File: src/rtl/ioctl_loader_pkg.sv
// Shared types and default memory map for the ioctl download loader.
package ioctl_loader_pkg;

  localparam logic [24:0] DEFAULT_BIOS_BASE  = 25'h0000000;
  localparam logic [24:0] DEFAULT_BIOS_LIMIT = 25'h0100000;
  localparam logic [24:0] DEFAULT_RAM_BASE   = 25'h1000000;
  localparam logic [24:0] DEFAULT_RAM_LIMIT  = 25'h0200000;

  typedef enum logic [1:0] {
    REGION_NONE,
    REGION_BIOS,
    REGION_RAM
  } loader_region_t;

  typedef enum logic [1:0] {
    ST_IDLE,
    ST_ACTIVE,
    ST_DRAIN
  } loader_state_t;

  typedef struct packed {
    logic [24:0] addr;
    logic [15:0] data;
  } loader_entry_t;

  function automatic loader_region_t decode_region(input logic [5:0] index);
    case (index)
      6'd0:    return REGION_BIOS;
      6'd1:    return REGION_RAM;
      default: return REGION_NONE;
    endcase
  endfunction

endpackage

File: src/rtl/ioctl_loader_fifo.sv
// Synchronous write-buffer FIFO of mapped loader entries; head is read combinationally.
module ioctl_loader_fifo
  import ioctl_loader_pkg::*;
#(
  parameter int unsigned DEPTH = 4,
  localparam int unsigned AW = $clog2(DEPTH),
  localparam int unsigned CW = AW + 1
) (
  input  logic          clk_sys,
  input  logic          reset,
  input  logic          push,
  input  loader_entry_t push_data,
  input  logic          pop,
  output loader_entry_t head,
  output logic [CW-1:0] count,
  output logic          full,
  output logic          empty
);

  loader_entry_t mem_q [DEPTH];
  logic [AW-1:0] wr_ptr_q, wr_ptr_d;
  logic [AW-1:0] rd_ptr_q, rd_ptr_d;
  logic [CW-1:0] count_q, count_d;
  logic          do_push, do_pop;

  assign full  = (count_q == CW'(DEPTH));
  assign empty = (count_q == '0);

  // NOTE: every signal gets its default at the top of always_comb so no path leaves it unassigned (no latch).
  always_comb begin
    do_push  = push && !full;
    do_pop   = pop && !empty;
    wr_ptr_d = wr_ptr_q + AW'(do_push);
    rd_ptr_d = rd_ptr_q + AW'(do_pop);
    count_d  = count_q + CW'(do_push) - CW'(do_pop);
  end

  // NOTE: sequential state uses non-blocking assignments so all flops update from pre-edge values.
  always_ff @(posedge clk_sys) begin
    if (reset) begin
      wr_ptr_q <= '0;
      rd_ptr_q <= '0;
      count_q  <= '0;
    end else begin
      wr_ptr_q <= wr_ptr_d;
      rd_ptr_q <= rd_ptr_d;
      count_q  <= count_d;
    end
  end

  // NOTE: storage has no reset; emptiness is tracked by the pointers/count, so stale data is never observed.
  always_ff @(posedge clk_sys) begin
    if (do_push) mem_q[wr_ptr_q] <= push_data;
  end

  assign head  = mem_q[rd_ptr_q];
  assign count = count_q;

endmodule

File: src/rtl/ioctl_loader.sv
// Maps the HPS ioctl download stream into buffered single-word SDRAM writes.
module ioctl_loader
  import ioctl_loader_pkg::*;
#(
  parameter int unsigned FIFO_DEPTH = 4,
  parameter logic [24:0] BIOS_BASE  = DEFAULT_BIOS_BASE,
  parameter logic [24:0] BIOS_LIMIT = DEFAULT_BIOS_LIMIT,
  parameter logic [24:0] RAM_BASE   = DEFAULT_RAM_BASE,
  parameter logic [24:0] RAM_LIMIT  = DEFAULT_RAM_LIMIT
) (
  input  logic        clk_sys,
  input  logic        reset,
  input  logic        ioctl_download,
  input  logic [7:0]  ioctl_index,
  input  logic        ioctl_wr,
  input  logic [24:0] ioctl_addr,
  input  logic [15:0] ioctl_dout,
  output logic        ioctl_wait,
  output logic        mem_req,
  output logic [24:0] mem_addr,
  output logic [15:0] mem_din,
  input  logic        mem_ack,
  output logic        busy,
  output logic        done,
  output logic        bios_loaded,
  output logic        err
);

  localparam int unsigned CW = $clog2(FIFO_DEPTH) + 1;

  loader_state_t  state_q, state_d;
  loader_region_t region_q, region_d, wr_region;
  logic           download_q;
  logic           bios_loaded_q, bios_loaded_d;
  logic           err_q, err_d;
  logic           done_q, done_d;
  logic           wait_q, wait_d;
  logic           mem_req_q, mem_req_d;
  logic           dl_rise;
  logic [24:0]    wr_base, wr_limit;
  logic           push, pop;
  loader_entry_t  push_data, head;
  logic [CW-1:0]  count, count_nxt;
  logic           full, empty;
  logic           unused_index;

  assign unused_index = ^ioctl_index[7:6];

  ioctl_loader_fifo #(.DEPTH(FIFO_DEPTH)) u_fifo (
    .clk_sys   (clk_sys),
    .reset     (reset),
    .push      (push),
    .push_data (push_data),
    .pop       (pop),
    .head      (head),
    .count     (count),
    .full      (full),
    .empty     (empty)
  );

  always_comb begin
    dl_rise = ioctl_download && !download_q;
    // A word arriving on the very cycle download rises must already use the new region.
    wr_region = dl_rise ? decode_region(ioctl_index[5:0]) : region_q;
    wr_base  = '0;
    wr_limit = '0;
    case (wr_region)
      REGION_BIOS: begin wr_base = BIOS_BASE; wr_limit = BIOS_LIMIT; end
      REGION_RAM:  begin wr_base = RAM_BASE;  wr_limit = RAM_LIMIT;  end
      default:     ;
    endcase

    push  = 1'b0;
    err_d = err_q;
    if (ioctl_wr && ioctl_download && wr_region != REGION_NONE) begin
      if (ioctl_addr[0] || ioctl_addr >= wr_limit || full) err_d = 1'b1;
      else                                                  push  = 1'b1;
    end
    push_data = '{addr: wr_base + ioctl_addr, data: ioctl_dout};

    pop       = mem_req_q && mem_ack;
    count_nxt = count + CW'(push) - CW'(pop);
    mem_req_d = mem_req_q ? (count_nxt != '0) : !empty;

    state_d       = state_q;
    region_d      = region_q;
    done_d        = 1'b0;
    bios_loaded_d = bios_loaded_q;
    case (state_q)
      ST_IDLE: begin
        if (dl_rise) begin
          state_d  = ST_ACTIVE;
          region_d = wr_region;
          if (wr_region == REGION_BIOS) bios_loaded_d = 1'b0;
        end
      end
      ST_ACTIVE: begin
        if (!ioctl_download) state_d = ST_DRAIN;
      end
      ST_DRAIN: begin
        // A restart abandons the earlier download's completion; queued entries keep their addresses.
        if (dl_rise) begin
          state_d  = ST_ACTIVE;
          region_d = wr_region;
          if (wr_region == REGION_BIOS) bios_loaded_d = 1'b0;
        end else if (empty && !mem_req_q) begin
          state_d = ST_IDLE;
          done_d  = 1'b1;
          if (region_q == REGION_BIOS) bios_loaded_d = 1'b1;
        end
      end
      default: state_d = ST_IDLE;
    endcase

    wait_d = (state_d != ST_IDLE) && (count_nxt >= CW'(FIFO_DEPTH - 1));
  end

  always_ff @(posedge clk_sys) begin
    if (reset) begin
      state_q       <= ST_IDLE;
      region_q      <= REGION_NONE;
      download_q    <= 1'b0;
      bios_loaded_q <= 1'b0;
      err_q         <= 1'b0;
      done_q        <= 1'b0;
      wait_q        <= 1'b0;
      mem_req_q     <= 1'b0;
    end else begin
      state_q       <= state_d;
      region_q      <= region_d;
      download_q    <= ioctl_download;
      bios_loaded_q <= bios_loaded_d;
      err_q         <= err_d;
      done_q        <= done_d;
      wait_q        <= wait_d;
      mem_req_q     <= mem_req_d;
    end
  end

  assign ioctl_wait  = wait_q;
  assign mem_req     = mem_req_q;
  assign mem_addr    = mem_req_q ? head.addr : '0;
  assign mem_din     = mem_req_q ? head.data : '0;
  assign busy        = (state_q != ST_IDLE);
  assign done        = done_q;
  assign bios_loaded = bios_loaded_q;
  assign err         = err_q;

endmodule

File: config.mk
export PLATFORM = sky130hd
export DESIGN_NAME = ioctl_loader
export DESIGN_NICKNAME = d
export VERILOG_FILES = /design/src/rtl/ioctl_loader_pkg.sv /design/src/rtl/ioctl_loader_fifo.sv /design/src/rtl/ioctl_loader.sv
export SDC_FILE = /design/constraint.sdc
export NUM_CORES = 1
export LEC_CHECK = 0
export BUFFER_PORTS_ARGS = -buffer_cell sky130_fd_sc_hd__buf_2
export CAP_MARGIN = 5
export CORE_ASPECT_RATIO = 1.5
export CORE_MARGIN = 2
export CORE_UTILIZATION = 40
export DETAILED_ROUTE_END_ITERATION = 6
export SKIP_LAST_GASP = 1
export SLEW_MARGIN = 15
export SYNTH_ARGS = -nofsm -noshare
export SYNTH_HDL_FRONTEND = slang
export SYNTH_SLANG_ARGS = --single-unit
File: constraint.sdc
create_clock -name clk_sys -period 15.82 [get_ports clk_sys]
set_input_delay 2.373 -clock clk_sys [delete_from_list [all_inputs] [get_ports clk_sys]]
set_output_delay 2.373 -clock clk_sys [all_outputs]
set_load 0.01 [all_outputs]
==> results.yml, run 1 <==
global_routing:
  grt.overflow.total: 0
  grt_pass1_vias: 4073
  grt_usage_pct: 15.2
  antenna_found_initial: 3
  grt_max_degree: 43
  grt_pass1_wl_um: 21900
setup_path:
  reg2reg_from: "download_q"
  critPathMaxStageDelay_ns: 0.78
  crit_slowest_cell: "o21ai_0"
  crit_start: "ioctl_index[3]"
  crit_path_end_kind: "flip-flop"
  cp_cell_sequence: "buf_2, or2_4, nor4_4, a31oi_1, ha_1, nor4b_1, nand4_1, o21ai_0, nor2_1, ha_1, fa_1, xnor2_1, nor4b_1, nor3_1"
  crit_buf_inv: 1
  crit_fanout: 6
  critPathRequiredTime_ns: 16.10
  critPathLaunchType: "input pin"
  crit_family: "simple AND/OR/NAND/NOR gates"
  worstSetupPathType: "input pin to flip-flop"
  crit_arrival_ns: 6.19
yosys:
  synthTopCellsByArea: "edfxtp_1 68%, mux4_2 13%, dfxtp_1 4.7%"
  yosysMostFrequentCell: "edfxtp_1"
  synth_top_area_cell: "edfxtp_1"
  async_flop_share_pct: 0
  ys_types: 41
  synth-seq-cells: 181
  synth_edf_count: 164
  ys_warn_count: 0
  ys_seq_area_share_pct: 72.6
  avgSynthCellArea_um2: 18.9
  yosys-top-cells-count: "164 x edfxtp_1, 42 x and2_1, 41 x mux4_2"
  yosysTopAreaCellShare_pct: 67.9
  ys.flop_type: "edfxtp_1"
  netlist_instances: 383
  syn-cell-area_um2: 7250
  syn-num-nets: 447
die:
  die_h_um: 169
  ioPinCount: 101
  core_area_um2: 17900
  initial_core_util_pct: 40.6
  rows: 60
  die_w_um: 114
  dieArea_um2: 19200
detailed_routing:
  vias: 3806
  ant_nets: 0
  viasPerCell: 5.25
  drc: 0
  wl_um: 14300
  wire_per_inst_um: 19.7
  first_pass_iters: 4
  drt_iter0_markers: 171
worst_hold_path:
  hold_class: "flip-flop to flip-flop"
  min_from: "err"
timing:
  finalCritPeriodShare_pct: 37.3
  period_minus_slack_ns: 5.90
  skew_ns: 0.00896
  rsz0062_at_grt: "no"
  finalMaxSlewViolations: 0
  whs_ns: 0.481
  hold_viol_final: 0
  max_slew_margin_pct: 38.0
  tightest_slew_ns: 0.920
  tns_ns: 0
  max_freq_ghz: 0.169
  setup_viol_count_final: 0
clock_network:
  path_clk_slew_ns: 0.07
  cts_root_buf: "clkbuf_16"
  cts_resized: 0
  cts-buffers-inserted: 17
  ctsHtreeMaxLevel: 4
  holdBufCountCts: 0
  worstSkewPairLatency_ns: 0.42
  clk_path_buf_depth: 2
  postCtsSetupRepairBufs: 0
  cts_sinks: 181
  tritoncts: "yes"
place:
  dp_cells: 691
  port_buffers: 98
  placed_area_um2: 8030
  dp_hpwl_um: 8780
  gp_congestion: 0.765
power_and_ir_drop:
  vdd_drop_max_v: 0.0000661
  p_per_area_nw_per_um2: 109
  totalPowerFinal_uw: 941
  p_leak_uw: 0.00298
finish:
  stdcell_area_um2: 8600
  finalNonFillerCells: 725
  area_delta_synth_final_pct: 18.6
  final_net_count: 557
  drive_above_1_share_pct: 37.4
run:
  drv_cap: 0
run_status:
  outcome: "finished, final reports clean"
flip-flops by register name (all words and copies together) (netlist names):
signal / count
mem_req: 1
u_fifo.mem_q: 164
u_fifo.wr_ptr_q: 2
bios_loaded: 1
download_q: 1
done: 1
state_q: 2
region_q: 2
ioctl_wait: 1
u_fifo.count: 3
err: 1
u_fifo.rd_ptr_q: 2
where the power goes:
group	total, µW	switching, µW	internal [µW]
registers	521	0.787	521
logic	19.1	11.6	7.43
clock network	400	191	209
total	941	204	737
per-stage QoR:
stage          utilization, %  worst slack, ns
2_1_floorplan               -             7.39
3_3_place_gp             44.9             9.64
3_5_place_dp             44.9             9.51
4_1_cts                  48.1             9.95
5_1_grt                  48.1             9.68
6_report                 48.1             9.92
worst register-to-register path: cells and delay by family, from the launching register on:
kind,cells,cell delay [ns]
compound gates,2,0.89
xor+xnor,1,0.16
fa+ha+maj,3,1.00
flops,1,0.47
simple gates,7,1.39
placed cells by master (no fill, tap or decap), types with 2 or more instances in the layout:
master / Yosys / final
a21oi_1: 6 / 6
and2_1: 42 / 42
buf_2: 3 / 98
buf_4: 4 / 8
clkbuf_16: 0 / 17
clkinv_1: 0 / 2
clkinv_4: 0 / 4
dfxtp_1: 17 / 15
diode_2: 0 / 2
edfxtp_1: 164 / 164
fa_1: 2 / 2
ha_1: 8 / 8
inv_1: 12 / 12
inv_8: 0 / 6
mux4_2: 41 / 41
nand2_1: 5 / 5
nand2b_1: 2 / 2
nand3_1: 2 / 2
nor2_1: 15 / 15
nor2b_1: 8 / 8
nor3_1: 4 / 4
nor3b_1: 3 / 3
nor4_1: 7 / 3
nor4_2: 1 / 5
nor4b_1: 2 / 2
o21ai_0: 4 / 4
xnor2_1: 4 / 4
xor2_1: 2 / 2
final timing paths:
check	cells after the start	to	slack [ns]
max	14	mem_req	9.92
min	2	err	0.48
max reg2reg	13	mem_req	11.79
min reg2reg	2	err	0.48
final cells by class:
cell class | instances | area, µm²
Multi-Input combinational cell | 175 | 1890
Tap cell | 217 | 272
Clock inverter | 15 | 143
Sequential cell | 181 | 5270
Antenna cell | 2 | 5.00
Clock buffer | 17 | 425
Inverter | 12 | 45.0
Timing Repair Buffer | 106 | 551
Fill cell | 1530 | 9270
cell families (layout without fill, tap and decap cells):
logic type | after synthesis | in the layout | synth area share, %
adders and majority gates | 10 | 10 | 1.93
and+or+nand+nor | 97 | 97 | 8.16
other | 0 | 2 | 0
buffers and inverters | 27 | 150 | 1.66
muxes | 42 | 42 | 12.9
AOI/OAI and AO/OA | 20 | 20 | 2.02
DFF | 181 | 181 | 72.6
xor gates and xnor gates | 6 | 6 | 0.725
per-layer routing:
metal	GRT usage [%]	vias to the layer above	routed length [µm]
li1	-	1739	-
met3	3.97	13	656
met4	4.72	0	190
met1	17.1	1965	5600
met2	28.0	89	7840
met5	0	-	0
No activity file was read; power rests on OpenSTA's default activity.
==> run 2, diff against run 1 <==
clock period = 6.15 ns   (was 15.82 ns; I/O delays follow)
==> results.yml, run 2 (same netlist as run 1, synthesis figures left out) <==
run_status:
  outcome: "finished, final reports clean"
place:
  pre_cts_slack_ns: 1.30
  dp_hpwl_um: 8920
  port_buffers: 98
  gp_congestion: 0.774
  placed_area_um2: 8040
die:
  dieArea_um2: 19200
  die_w_um: 114
  ioPinCount: 101
  die_h_um: 169
  rows: 60
  initial_core_util_pct: 40.6
  core_area_um2: 17900
power_and_ir_drop:
  combPwrFrac_pct: 2.0
  intPower_uw: 1940
  switching_share_pct: 21.1
  p_seq_share_pct: 54.7
  p_leak_uw: 0.00301
  p_clk_share_pct: 43.3
  vdd_drop_max_v: 0.000167
  p_per_area_nw_per_um2: 284
  p_switching_uw: 517
timing:
  max_slew_margin_pct: 40.5
  hold_viol_final: 0
  max_freq_ghz: 0.230
  finalMaxSlewViolations: 0
  period_minus_slack_ns: 4.35
  skew_ns: 0.00933
  rsz0062_at_grt: "no"
  tightest_slew_ns: 0.883
  tns_ns: 0
  setup_viol_count_final: 0
  setup_slack_ns: 1.80
  whs_ns: 0.481
  finalCritPeriodShare_pct: 70.7
global_routing:
  grt_usage_pct: 15.0
  grt.overflow.total: 0
  grt_pass1_wl_um: 21500
  grt_pass1_vias: 4086
  grt_max_degree: 46
  antenna_found_initial: 1
clock_network:
  worstSkewPairLatency_ns: 0.41
  path_clk_slew_ns: 0.07
  cts_resized: 0
  ctsHtreeMaxLevel: 4
  tritoncts: "yes"
  postCtsSetupRepairBufs: 0
  clk_path_buf_depth: 2
  cts_sinks: 181
  holdBufCountCts: 0
  cts_root_buf: "clkbuf_16"
  cts-buffers-inserted: 17
detailed_routing:
  vias: 3753
  wire_per_inst_um: 19.3
  first_pass_iters: 4
  drt_iter0_markers: 154
  wl_um: 14000
  viasPerCell: 5.17
  ant_nets: 0
  drc: 0
finish:
  largest_register: "u_fifo.mem_q"
  final_cell_mix: "164 x edfxtp_1, 98 x buf_2, 42 x and2_1"
  layout_commonest_cell: "edfxtp_1"
  largest_reg_flops: 164
  stdcell_area_um2: 8630
  drive_above_1_share_pct: 37.8
  area_delta_synth_final_pct: 19.1
  final_net_count: 559
run:
  drv_cap: 0
setup_path:
  critPathRequiredTime_ns: 6.43
  worstSetupPathType: "input pin to flip-flop"
  crit_path_end_kind: "flip-flop"
  critPathLaunchType: "input pin"
  crit_fanout: 6
  crit_arrival_ns: 4.63
worst_hold_path:
  hold_class: "flip-flop to flip-flop"
-- run 2: path summary, 6_finish.rpt --
path                            endpoint  slack [ns]  cells past startpoint            from
worst max-delay path             mem_req        1.80                     13  ioctl_index[3]
worst min-delay path                 err        0.48                      2             err
worst max register to register   mem_req        2.29                     12      download_q
worst min register to register       err        0.48                      2             err
-- run 2: area by class of cell --
class                           instances  area [µm²]
Antenna cell                            1        2.50
Clock buffer                           17         425
Clock inverter                         15         163
Fill cell                            1527        9240
Inverter                               12        45.0
Multi-Input combinational cell        175        1890
Sequential cell                       181        5270
Tap cell                              217         272
Timing Repair Buffer                  108         566
-- run 2: power by group through the flow --
stage	registers [µW]	logic (µW)	clock network, µW
2_1_floorplan	1370	13.0	0
3_3_place_gp	1370	45.8	0
3_5_place_dp	1370	49.5	0
4_1_cts	1340	49.6	1090
5_1_grt	1340	54.5	1130
6_report	1340	49.0	1060
-- run 2: stage by stage --
stage | utilization (%) | instances | total power, µW
floorplan | - | 383 | 1380
global placement | 45.0 | 693 | 1410
detailed placement | 45.0 | 693 | 1420
CTS | 48.3 | 725 | 2480
global route | 48.3 | 725 | 2530
finish | 48.3 | 726 | 2450
-- run 2: metal layers --
| layer | vias to the layer above | global-route usage (%) | share of wire [%] |
|---|---|---|---|
| met1 | 1926 | 17.6 | 40 |
| met3 | 10 | 3.19 | 4.3 |
| met5 | - | 0 | 0 |
| li1 | 1736 | - | - |
| met4 | 0 | 5.20 | 1.1 |
| met2 | 81 | 27.1 | 54 |
-- run 2: critical path: stages --
cell	delay, ns
buf_2	0.10
or2_4	0.25
nor4_4	0.27
a31oi_1	0.22
ha_1	0.36
nor4b_1	0.28
nand4_1	0.22
o21ai_0	0.75
nor2_1	0.14
ha_1	0.26
fa_1	0.47
nor4b_1	0.32
nor3_1	0.08
